==> src/rtl/implication_queue.sv <==
// ---------------------------------------------------------------------------
// implication_queue
//
// This block buffers the variable assignments implied during Boolean
// constraint propagation. It passes them one at a time to the
// variable-assignment stage.
//
// Each variable has a pending bit and a pending value. With these, every
// offered implication is classified in the same cycle it arrives:
//   - new:       the implication is enqueued.
//   - duplicate: the implication is accepted and dropped.
//   - conflict:  the implication is accepted, not enqueued, and the queue
//                stops in CONFLICT until the next flush or reset.
//
// Ports:
//   clk          rising-edge clock
//   reset        synchronous active-high reset; clears all state
//   flush        backtrack; empties the queue and clears pending/conflict
//   in_valid     implication offered by a unit clause evaluator
//   in_var       implied variable ID
//   in_val       implied value
//   in_ready     queue accepts the offered implication this cycle
//   out_valid    head entry available
//   out_var      head variable ID (0 when the queue is empty)
//   out_val      head value (0 when the queue is empty)
//   out_ready    consumer takes the head this cycle
//   conflict     sticky conflict flag
//   conflict_var variable that caused the conflict
//   count        number of queued entries
// ---------------------------------------------------------------------------
module implication_queue #(
    parameter int NUM_VARIABLE   = 128,
    parameter int VARIABLE_INDEX = 6,
    parameter int DEPTH          = 16,
    parameter int COUNT_W        = $clog2(DEPTH + 1)
) (
    input  logic                      clk,
    input  logic                      reset,
    input  logic                      flush,
    input  logic                      in_valid,
    input  logic [VARIABLE_INDEX:0]   in_var,
    input  logic                      in_val,
    output logic                      in_ready,
    output logic                      out_valid,
    output logic [VARIABLE_INDEX:0]   out_var,
    output logic                      out_val,
    input  logic                      out_ready,
    output logic                      conflict,
    output logic [VARIABLE_INDEX:0]   conflict_var,
    output logic [COUNT_W-1:0]        count
);

    localparam int PTR_W = $clog2(DEPTH);
    localparam logic [COUNT_W-1:0] FULL_COUNT = COUNT_W'(DEPTH);

    typedef enum logic {
        RUN      = 1'b0,
        CONFLICT = 1'b1
    } state_t;

    state_t                     state;
    logic [PTR_W-1:0]           rd_ptr;
    logic [PTR_W-1:0]           wr_ptr;
    logic [NUM_VARIABLE-1:0]    pending;
    logic [NUM_VARIABLE-1:0]    pend_val;

    // Each FIFO entry stores {variable, value}, with the value in bit 0.
    logic [VARIABLE_INDEX+1:0]  fifo_mem [DEPTH];
    logic [VARIABLE_INDEX+1:0]  head_entry;
    logic [VARIABLE_INDEX:0]    head_var;

    logic push;
    logic pop;
    logic push_new;
    logic push_conflict;
    logic count_zero;

    assign count_zero = (count == '0);
    assign head_entry = fifo_mem[rd_ptr];
    assign head_var   = head_entry[VARIABLE_INDEX+1:1];

    // Both handshake signals depend only on registered state. This keeps
    // out_ready from reaching in_ready combinationally. Because of that, a
    // full queue refuses a push even in a cycle where it pops.
    assign in_ready  = !reset && (state == RUN) && (count != FULL_COUNT);
    assign out_valid = !reset && (state == RUN) && !count_zero;

    // The head outputs are forced to 0 when the queue is empty, so
    // consumers never see stale storage.
    assign out_var = count_zero ? '0 : head_var;
    assign out_val = count_zero ? 1'b0 : head_entry[0];

    // Flush overrides both handshakes.
    assign push = in_valid && in_ready && !flush;
    assign pop  = out_valid && out_ready && !flush;

    // A push is classified against the pending state from the start of the
    // cycle. So a push that hits the head being popped in the same cycle is
    // still treated as a duplicate or a conflict, never as a new entry.
    assign push_new      = push && !pending[in_var];
    assign push_conflict = push && pending[in_var] && (pend_val[in_var] != in_val);

    // The storage needs no reset, because count and pending decide what is
    // valid.
    always_ff @(posedge clk) begin
        if (push_new) begin
            fifo_mem[wr_ptr] <= {in_var, in_val};
        end
    end

    // Control state: pointers, count, per-variable bitmaps and conflict.
    // A new push and a pop in the same cycle always target different
    // variables: the head variable is still pending, so a push of it
    // cannot be new.
    always_ff @(posedge clk) begin
        if (reset || flush) begin
            state        <= RUN;
            rd_ptr       <= '0;
            wr_ptr       <= '0;
            count        <= '0;
            pending      <= '0;
            pend_val     <= '0;
            conflict     <= 1'b0;
            conflict_var <= '0;
        end else begin
            if (pop) begin
                rd_ptr            <= rd_ptr + 1'b1;
                pending[head_var] <= 1'b0;
            end
            if (push_new) begin
                wr_ptr           <= wr_ptr + 1'b1;
                pending[in_var]  <= 1'b1;
                pend_val[in_var] <= in_val;
            end
            if (push_conflict) begin
                state        <= CONFLICT;
                conflict     <= 1'b1;
                conflict_var <= in_var;
            end
            case ({push_new, pop})
                2'b10:   count <= count + 1'b1;
                2'b01:   count <= count - 1'b1;
                default: count <= count;
            endcase
        end
    end

endmodule
==> config.mk <==
export PLATFORM = sky130hd
export DESIGN_NAME = implication_queue
export DESIGN_NICKNAME = d
export VERILOG_FILES = /design/src/rtl/implication_queue.sv
export SDC_FILE = /design/constraint.sdc
export NUM_CORES = 1
export LEC_CHECK = 0
export ABC_AREA = 1
export CAP_MARGIN = 20
export CORE_MARGIN = 5
export CORE_UTILIZATION = 30
export DETAILED_ROUTE_END_ITERATION = 7
export DONT_BUFFER_PORTS = 1
export PLACE_DENSITY = 0.53
export SYNTH_ARGS = -nofsm -noshare
export SYNTH_HDL_FRONTEND = slang
export SYNTH_SLANG_ARGS = --single-unit
==> constraint.sdc <==
create_clock -name clk -period 3.7 [get_ports clk]
set_input_delay 0.37 -clock clk [delete_from_list [all_inputs] [get_ports clk]]
set_output_delay 0.37 -clock clk [all_outputs]
set_load 0.005 [all_outputs]
Yosys cells after proc, flatten, opt, wreduce, memory -nomap -nowiden. Memory sizes are Yosys's and may differ from the RTL's. A register that Yosys moved wholly into a read port is not among the register bits. Cells that the tools add are included.

Bits in registers: 277. Memory bits (writable): 128. Input port bits: 13. Output and inout port bits: 23. Word-level logic and storage cells: 62. Memories kept: 1.

Memories: fifo_mem (words 16, width 8, read ports 1, clocked after memory_dff 1, write ports 1, line 68) `logic [VARIABLE_INDEX+1:0] fifo_mem [DEPTH];`.

Add/subtract/negate cells: 4. Order comparisons: 4. Eq/ne operators: 4. Mux-type cells: 19. Bitwise gates (word level): 4. Reduce and logical (&&, ||, !) cells: 19.

Operator list (count): 128-bit two-way mux (3); 128-bit bitwise AND (1); 128-bit bitwise mux (1); 128-bit NOT (1); 128-bit OR (1); 7-bit by 8-bit less-than comparator with 1-bit output (second input constant) (2); 1-bit binary-select mux with 7-bit select (2); 1-bit demux with 7-bit select (2); 7-bit by 1-bit greater-or-equal comparator with 1-bit output (second input constant) (2); 1-bit logical AND (12); 5-bit case mux with 2 select lines (1); 4-bit by 1-bit adder with 4-bit output (second input constant) (2); 4-bit two-way mux (2); 1-bit two-way mux (7); 7-bit two-way mux (1); 5-bit by 1-bit adder with 5-bit output (second input constant) (1); 5-bit zero test (1); 5-bit != test (second input constant) (1); 5-bit by 1-bit subtractor with 5-bit output (second input constant) (1); 1-bit zero test (4); 2-bit by 1-bit equality test with 1-bit output (second input constant) (1); 2-bit equality test (second input constant) (1); 2-bit nonzero test (1); 1-bit logical OR (1); other kinds (2) (2).

Logic depth before layout (Yosys ltp). Gate-level depths: netlist (run 1).

Depth after elaboration: 10. Depth in mapped cells: 27. Mapped depth without buffers: 24.

Worst setup path before layout (run 1). No wires, ideal clock.

Path kind: input-to-reg. Start: input in_var[0]. End: memory fifo_mem[11][0] (netlist bit) (enable). Setup time: 0.370 ns. Arrival time: 2.435 ns. Data required time: 3.330 ns. Path slack: 0.895 ns. Cell stages on the path: 15. Buffers on the path: 3. Cell sequence: buf_4 -> buf_6 -> or2_2 -> nand3_1 -> nand2_1 -> o21ai_0 -> nand2_1 -> nor2_1 -> nor2_1 -> nor2_2 -> nand3_2 -> buf_6 -> inv_1 -> nand2_1 -> nor2_1.

Cells in the longest elaborated chain, start to end: 6.

Ends and longest elaborated chain: from (decl) (line 41) `input logic [VARIABLE_INDEX:0] in_var,`; 1-bit binary-select mux with 7-bit select (line 100) `assign push_new = push && !pending[in_var];`; 1-bit two-way mux (not written as such) (line 100); 1-bit zero test (line 100); 1-bit logical AND (line 100); 1-bit two-way mux (line 106) `if (push_new) begin`; 1-bit two-way mux (not written as such) (line 107) `fifo_mem[wr_ptr] <= {in_var, in_val};`; to (decl) (line 68).

Every way passes these cells. The select of a mux whose other input is x is not followed.

==> summary.txt, run 1 <==
STA
  – Min Tclk post-route: 3230 ps
  – RSZ-0062 raised after global routing: no
  – Final Cycle Share: 0.873
  – Setup TNS: 0 ps
  – Max-slew headroom: 0.293
  – Max-slew violations: 0
  – Final Hold Vio Count: 0
  – F_max: 310 MHz
  – Finish-stage setup viols: 0
  – Final hold slack: 58.9 ps
  – Clock skew: 28.7 ps
  – Measured slew at the worst slew-check pin: 1060 ps

Synth
  – Cells after synthesis: 2220
  – Synth area leader: dfxtp_1
  – Unique masters post-synth: 37
  – Post-Syn Nets: 2240
  – Largest cells by area after synthesis: dfxtp_1, edfxtp_1, o21ai_0
  – Synth top area share: 0.317
  – Ys Warns: 0
  – Syn Std Cell Area: 17800 sq um
  – Part of the Yosys area used for sequential elements: 0.533
  – Yosys reg bits: 409
  – Post-Syn Area per Cell: 8.00 sq um

Finish
  – Share of cells above drive strength 1: 0.0813
  – Layout area overhead: 15.8%
  – # diodes: 0
  – Nets@finish: 2270
  – Non-Filler Instances: 3061

Power
  – Seq pwr share: 0.481
  – Static leakage: 7.06 nW
  – P_int: 0.00743 W
  – Comb pwr share: 0.042
  – Max VDD drop: 0.000330 V
  – Switching power: 0.00221 W
  – Clock Power Share: 0.478
  – PD cells: 469 nW/um^2
  – Sw Ratio: 0.229

Placed design
  – DP Wirelength: 38.9 mm
  – IO buf count: 0
  – Placed cells: 2967
  – RePlAce Congestion: 0.876

Critical path
  – Crit Path Max Fanout: 20
  – Worst setup SP type: flop
  – CP endpoint kind: flop
  – Req. time, crit path: 4160 ps
  – Setup CP Type: reg -> reg
  – WP data arrival: 3690 ps

GRT
  – GRT Total Usage: 0.186
  – Vias in the first global route: 15100
  – Largest net degree at the start of global routing: 132
  – Initial antenna violation count: 0
  – Total gr overflow: 0
  – First-pass GRT wire length: 92.3 mm

Die
  – IO Count: 36
  – Die height: 253 um
  – FP Rows: 89
  – Initial Util: 0.302
  – Die Width: 253 um
  – Core Area: 58800 sq um
  – Die ar.: 64200 sq um

CTS
  – Root buffer cell: clkbuf_16
  – # H-tree levels: 2
  – CTS tree: built
  – Clk slew on worst S/H paths: 60 ps
  – PostCTS Resize Cnt: 0
  – Setup Fix Bufs, Post-CTS: 0
  – Total clock buffers created by CTS: 46
  – Source-to-sink clock delay at the later pin of the worst-skew pair: 580 ps
  – Maximum clock path buffer count: 3
  – Clk sinks: 409

Routing
  – Vias/cell: 5.19
  – Via Count: 15900
  – Top sig layer: met4
  – 1st-iter DRT viols: 1400
  – Routed len/inst: 20.2 um
  – DRT antenna net count: 0
  – Wire length on met2: 28.7 mm
  – First-pass DRT Iterations: 6
  – Met1 WL: 26.5 mm
  – DR WL met3: 4.47 mm
  – # DRC: 0
  – Total wire length: 62.0 mm

Run
  – Max capacitance violation total: 0

Worst hold path
  – HP Class: in -> reg

Outcome
  – Status: finished clean
## synthesized netlist by cell type
master / n
nand2_1: 462
o21ai_0: 349
a21oi_1: 287
dfxtp_1: 281
inv_1: 225
nor2_1: 172
edfxtp_1: 128
clkbuf_1: 78
nand3_1: 51
o22ai_1: 42
o221ai_1: 29
buf_2: 16
buf_4: 12
o211ai_1: 12
a22oi_1: 9
ha_1: 7
clkinv_1: 6
nor2_2: 6
or2_2: 6
nor3_1: 5
a221oi_1: 4
nand4_1: 4
nor2_4: 4
buf_1: 3
buf_6: 3
o21ai_1: 3
o41ai_1: 3
xor2_1: 3
o31ai_1: 2
a22o_1: 1
and3_1: 1
inv_2: 1
nand2_2: 1
nand3_2: 1
nand3b_1: 1
o2111ai_1: 1
o21a_1: 1
## metal layers
layer  track usage  up-vias
met5             0        -
met4        0.0671        0
met3        0.0324      142
met2         0.305      611
met1         0.248     7555
li1              -     7579
## what timing repair did
item / in CTS / in global routing
setup endpoints to repair: 0 / 0
hold buffers: 8 / 0
endpoints found under the hold margin: 135 / 0
## sequential cells by signal, indices dropped and copies added, names as in the netlist, named ones only
register      count
conflict          1
conflict_var      7
count             5
fifo_mem        128
pend_val        128
pending         128
rd_ptr            4
wr_ptr            4
## critical path: stages (launching register included)
cell,delay [ps]
dfxtp_1,650
inv_1,120
buf_4,230
o21ai_0,100
o221ai_1,160
nand3_1,190
nand2_1,180
nor2_1,720
nand2_1,380
o21ai_0,290
a21oi_1,90
## worst paths after layout
kind / startpoint / depth (start not counted) / slack, ps / end
max reg2reg: flop / 10 / 470 / pending[38]
min reg2reg: rd_ptr[3] / 1 / 440 / flop
max: flop / 10 / 470 / pending[38]
min: out_ready / 2 / 60 / rd_ptr[0]
## cells by family (layout without fill, tap and decap cells)
kind of cell               Yosys count  count (layout)  synth area share
and+or+nand+nor                    714             714             0.160
adders and majority gates            7               7           0.00493
AOI/OAI and AO/OA                  743             743             0.224
xor gates and xnor gates             3               3           0.00148
DFF                                409             409             0.533
buffers and inverters              344             412            0.0776
## power by group through the flow
| stage | clock, W | sequential (W) | combinational, W |
|---|---|---|---|
| floorplan | 0 | 0.00473 | 0.000240 |
| detailed placement | 0 | 0.00473 | 0.000365 |
| global route | 0.00489 | 0.00463 | 0.000430 |
| global placement | 0 | 0.00473 | 0.000361 |
| CTS | 0.00469 | 0.00463 | 0.000397 |
| finish | 0.00460 | 0.00463 | 0.000403 |
## per-stage QoR
step / power (W) / setup slack [ps] / instance area, sq um / utilization
floorplan: 0.00497 / 895 / 17800 / -
global placement: 0.00509 / 241 / 18900 / 0.322
detailed placement: 0.00509 / 272 / 18900 / 0.322
CTS: 0.00972 / 503 / 20600 / 0.350
global route: 0.00995 / 201 / 20600 / 0.350
finish: 0.00964 / 469 / 20600 / 0.350
## cell usage in the layout (no fill, tap or decap), types with 5 or more instances in the layout
master           n
nand3_1         51
o21ai_0        349
buf_4           81
a21oi_1        287
clkbuf_1         8
or2_2            6
buf_12           5
a22oi_1          9
inv_1          225
dlygate4sd3_1    8
clkinv_2        10
nor2_2           6
edfxtp_1       128
o221ai_1        29
clkbuf_8        12
o22ai_1         42
nand2_1        462
nor2_1         171
nor3_1           5
clkbuf_16       48
ha_1             7
nor2_4           5
o211ai_1        12
clkinv_1         5
dfxtp_1        280
## cell type report
| type | count | area, sq um |
|---|---|---|
| multi-input cells | 1467 | 6930 |
| clock buffers | 70 | 1410 |
| fillers | 6113 | 38200 |
| inverters | 232 | 873 |
| repair buffers | 94 | 788 |
| flip-flops and latches | 409 | 9470 |
| well taps | 773 | 967 |
| clock inverters | 16 | 131 |
Power figures use the tool's default switching activity.
==> inputs of run 2 (changes only) <==
--- a/config.mk
+++ b/config.mk
@@ -9,8 +9,10 @@
 export CAP_MARGIN = 20
 export CORE_MARGIN = 5
 export CORE_UTILIZATION = 30
+export CTS_CLUSTER_DIAMETER = 50
 export DETAILED_ROUTE_END_ITERATION = 7
 export DONT_BUFFER_PORTS = 1
+export HOLD_SLACK_MARGIN = 0.1
 export PLACE_DENSITY = 0.53
 export SYNTH_ARGS = -nofsm -noshare
 export SYNTH_HDL_FRONTEND = slang
==> run 2 against run 1 <==
Critical endpoint unchanged. Clock power increased by 7.8%. Clock-buffer cell count decreased by 8. Routed wire length increased by 0.46%. Largest power group is now the clock network.
==> summary.txt, run 2 (synthesis results as in run 1) <==
STA
  – Final Cycle Share: 0.875 (was 0.873)
  – Final Hold Vio Count: 0 (unchanged)
  – Clock skew: 27.0 ps (was 28.7 ps)
  – Setup TNS: 0 ps (unchanged)
  – Max-slew violations: 0 (unchanged)
  – Measured slew at the worst slew-check pin: 1020 ps (was 1060 ps)
  – RSZ-0062 raised after global routing: no (unchanged)
  – F_max: 309 MHz (was 310 MHz)
  – Finish-stage setup viols: 0 (unchanged)
  – Max-slew headroom: 0.317 (was 0.293)
  – Min Tclk post-route: 3240 ps (was 3230 ps)

CTS
  – Maximum clock path buffer count: 3 (unchanged)
  – Source-to-sink clock delay at the later pin of the worst-skew pair: 600 ps (was 580 ps)
  – CTS tree: built (unchanged)
  – # H-tree levels: 2 (unchanged)
  – Clk slew on worst S/H paths: 60 ps (about the same)
  – Root buffer cell: clkbuf_16 (unchanged)
  – Clk sinks: 409 (unchanged)
  – PostCTS Resize Cnt: 0 (unchanged)
  – Total clock buffers created by CTS: 50 (was 46)
  – Setup Fix Bufs, Post-CTS: 0 (unchanged)

GRT
  – Largest net degree at the start of global routing: 145 (was 132)
  – Total gr overflow: 0 (unchanged)
  – Initial antenna violation count: 0 (unchanged)
  – Vias in the first global route: 15200 (was 15100)
  – GRT Total Usage: 0.187 (was 0.186)
  – First-pass GRT wire length: 92.7 mm (was 92.3 mm)

Routing
  – Via Count: 15900 (about the same)
  – Vias/cell: 5.17 (was 5.19)
  – First-pass DRT Iterations: 5 (was 6)
  – DRT antenna net count: 0 (unchanged)
  – Total wire length: 62.3 mm (was 62.0 mm)
  – # DRC: 0 (unchanged)
  – Routed len/inst: 20.3 um (was 20.2 um)
  – 1st-iter DRT viols: 1554 (was 1400)

Critical path
  – Crit Path Max Fanout: 20 (unchanged)
  – R2R depth: 10 (unchanged)
  – CP endpoint kind: flop (unchanged)
  – Setup CP Type: reg -> reg (unchanged)
  – Worst setup SP type: flop (unchanged)
  – WP data arrival: 3710 ps (was 3690 ps)
  – Req. time, crit path: 4170 ps (was 4160 ps)

Placed design
  – IO buf count: 0 (unchanged)
  – DP Wirelength: 38.9 mm (unchanged)
  – Post-DP Area: 18900 sq um (unchanged)
  – Placed cells: 2967 (unchanged)
  – RePlAce Congestion: 0.876 (unchanged)

Finish
  – Most frequent cells in the layout: nand2_1, o21ai_0, a21oi_1 (unchanged)
  – Commonest non-fill, non-tap cell in the layout: nand2_1 (unchanged)
  – Final instance area: 20700 sq um (was 20600 sq um)
  – Nets@finish: 2275 (was 2270)
  – Largest regs: fifo_mem: 128 flops, pend_val: 128 flops, pending: 128 flops (unchanged)
  – Filler Cell Count: 6090 (was 6113)
  – # diodes: 0 (unchanged)
  – Layout area overhead: 16.7% (was 15.8%)
  – Non-Filler Instances: 3070 (was 3061)
  – Share of cells above drive strength 1: 0.0845 (was 0.0813)

Die
  – FP Rows: 89 (unchanged)
  – IO Count: 36 (unchanged)
  – Die height: 253 um (unchanged)
  – Initial Util: 0.302 (unchanged)
  – Die Width: 253 um (unchanged)
  – Die ar.: 64200 sq um (unchanged)
  – Core Area: 58800 sq um (unchanged)

Run
  – Max capacitance violation total: 0 (unchanged)

Worst hold path
  – Worst hold path stage count: 3 (was 2)
  – HP Class: in -> reg (unchanged)

Power
  – Static leakage: 7.12 nW (was 7.06 nW)
  – PD cells: 483 nW/um^2 (was 469 nW/um^2)
  – Power after layout: 0.0100 W (was 0.00964 W)
  – Max VDD drop: 0.000363 V (was 0.000330 V)

Outcome
  – Status: finished clean (unchanged)
==> run 2: final cells by class <==
cell class,instances,area [sq um],area share
clock buffer,62,1360,0.0654
clock inverter,32,332,0.0160
inverter,232,873,0.0421
multi-input combinational,1467,6930,0.334
sequential,409,9470,0.456
tap,773,967,0.0466
timing repair buffer,95,816,0.0393
==> run 2: power by group <==
part           leakage, nW  internal (W)  switching (W)
combinational         2.89     0.0000982       0.000329
clock                0.816       0.00292        0.00204
sequential            3.41       0.00463     0.00000405
total                 7.12       0.00764        0.00237
==> run 2: path summary, 6_finish.rpt <==
| path | from | endpoint | slack, ps |
|---|---|---|---|
| hold reg to reg | pend_val[42] | pend_val[42] | 440 |
| hold / removal | flush | flop | 140 |
| setup reg to reg | flop | pending[38] | 460 |
| setup / recovery | flop | pending[38] | 460 |
==> run 2: critical path: stages, from the launching register on <==
cell	delay, ps
dfxtp_1	660
inv_1	120
buf_4	230
o21ai_0	100
o221ai_1	170
nand3_1	180
nand2_1	170
nor2_1	690
nand2_1	390
o21ai_0	290
a21oi_1	90
==> run 2: timing repair <==
item / CTS / global route
hold buffers: 9 / 0
endpoints found under the setup margin: 0 / 0
endpoints found under the hold margin: 265 / 0
==> run 2: metal layers <==
metal / vias to the layer above / part of all wire / GRT usage
li1: 7589 / - / -
met1: 7540 / 0.43 / 0.247
met2: 612 / 0.47 / 0.309
met3: 143 / 0.074 / 0.0336
met4: 0 / 0.036 / 0.0669
met5: - / 0 / 0
==> run 2: through the flow <==
stage / utilization / hold slack [ps] / setup WS [ps]
floorplan: - / 412 / 895
global placement: 0.322 / 431 / 241
detailed placement: 0.322 / 436 / 272
CTS: 0.353 / 118 / 477
global route: 0.353 / 155 / 199
finish: 0.353 / 143 / 463
==> inputs of run 3 (changes only) <==
--- a/config.mk
+++ b/config.mk
@@ -12,6 +12,7 @@
 export CTS_CLUSTER_DIAMETER = 50
 export DETAILED_ROUTE_END_ITERATION = 7
 export DONT_BUFFER_PORTS = 1
+export GPL_ROUTABILITY_DRIVEN = 1
 export HOLD_SLACK_MARGIN = 0.1
 export PLACE_DENSITY = 0.53
 export SYNTH_ARGS = -nofsm -noshare
==> results of run 3 <==
The final DEF is identical to that of run 2; final timing and power are the same.
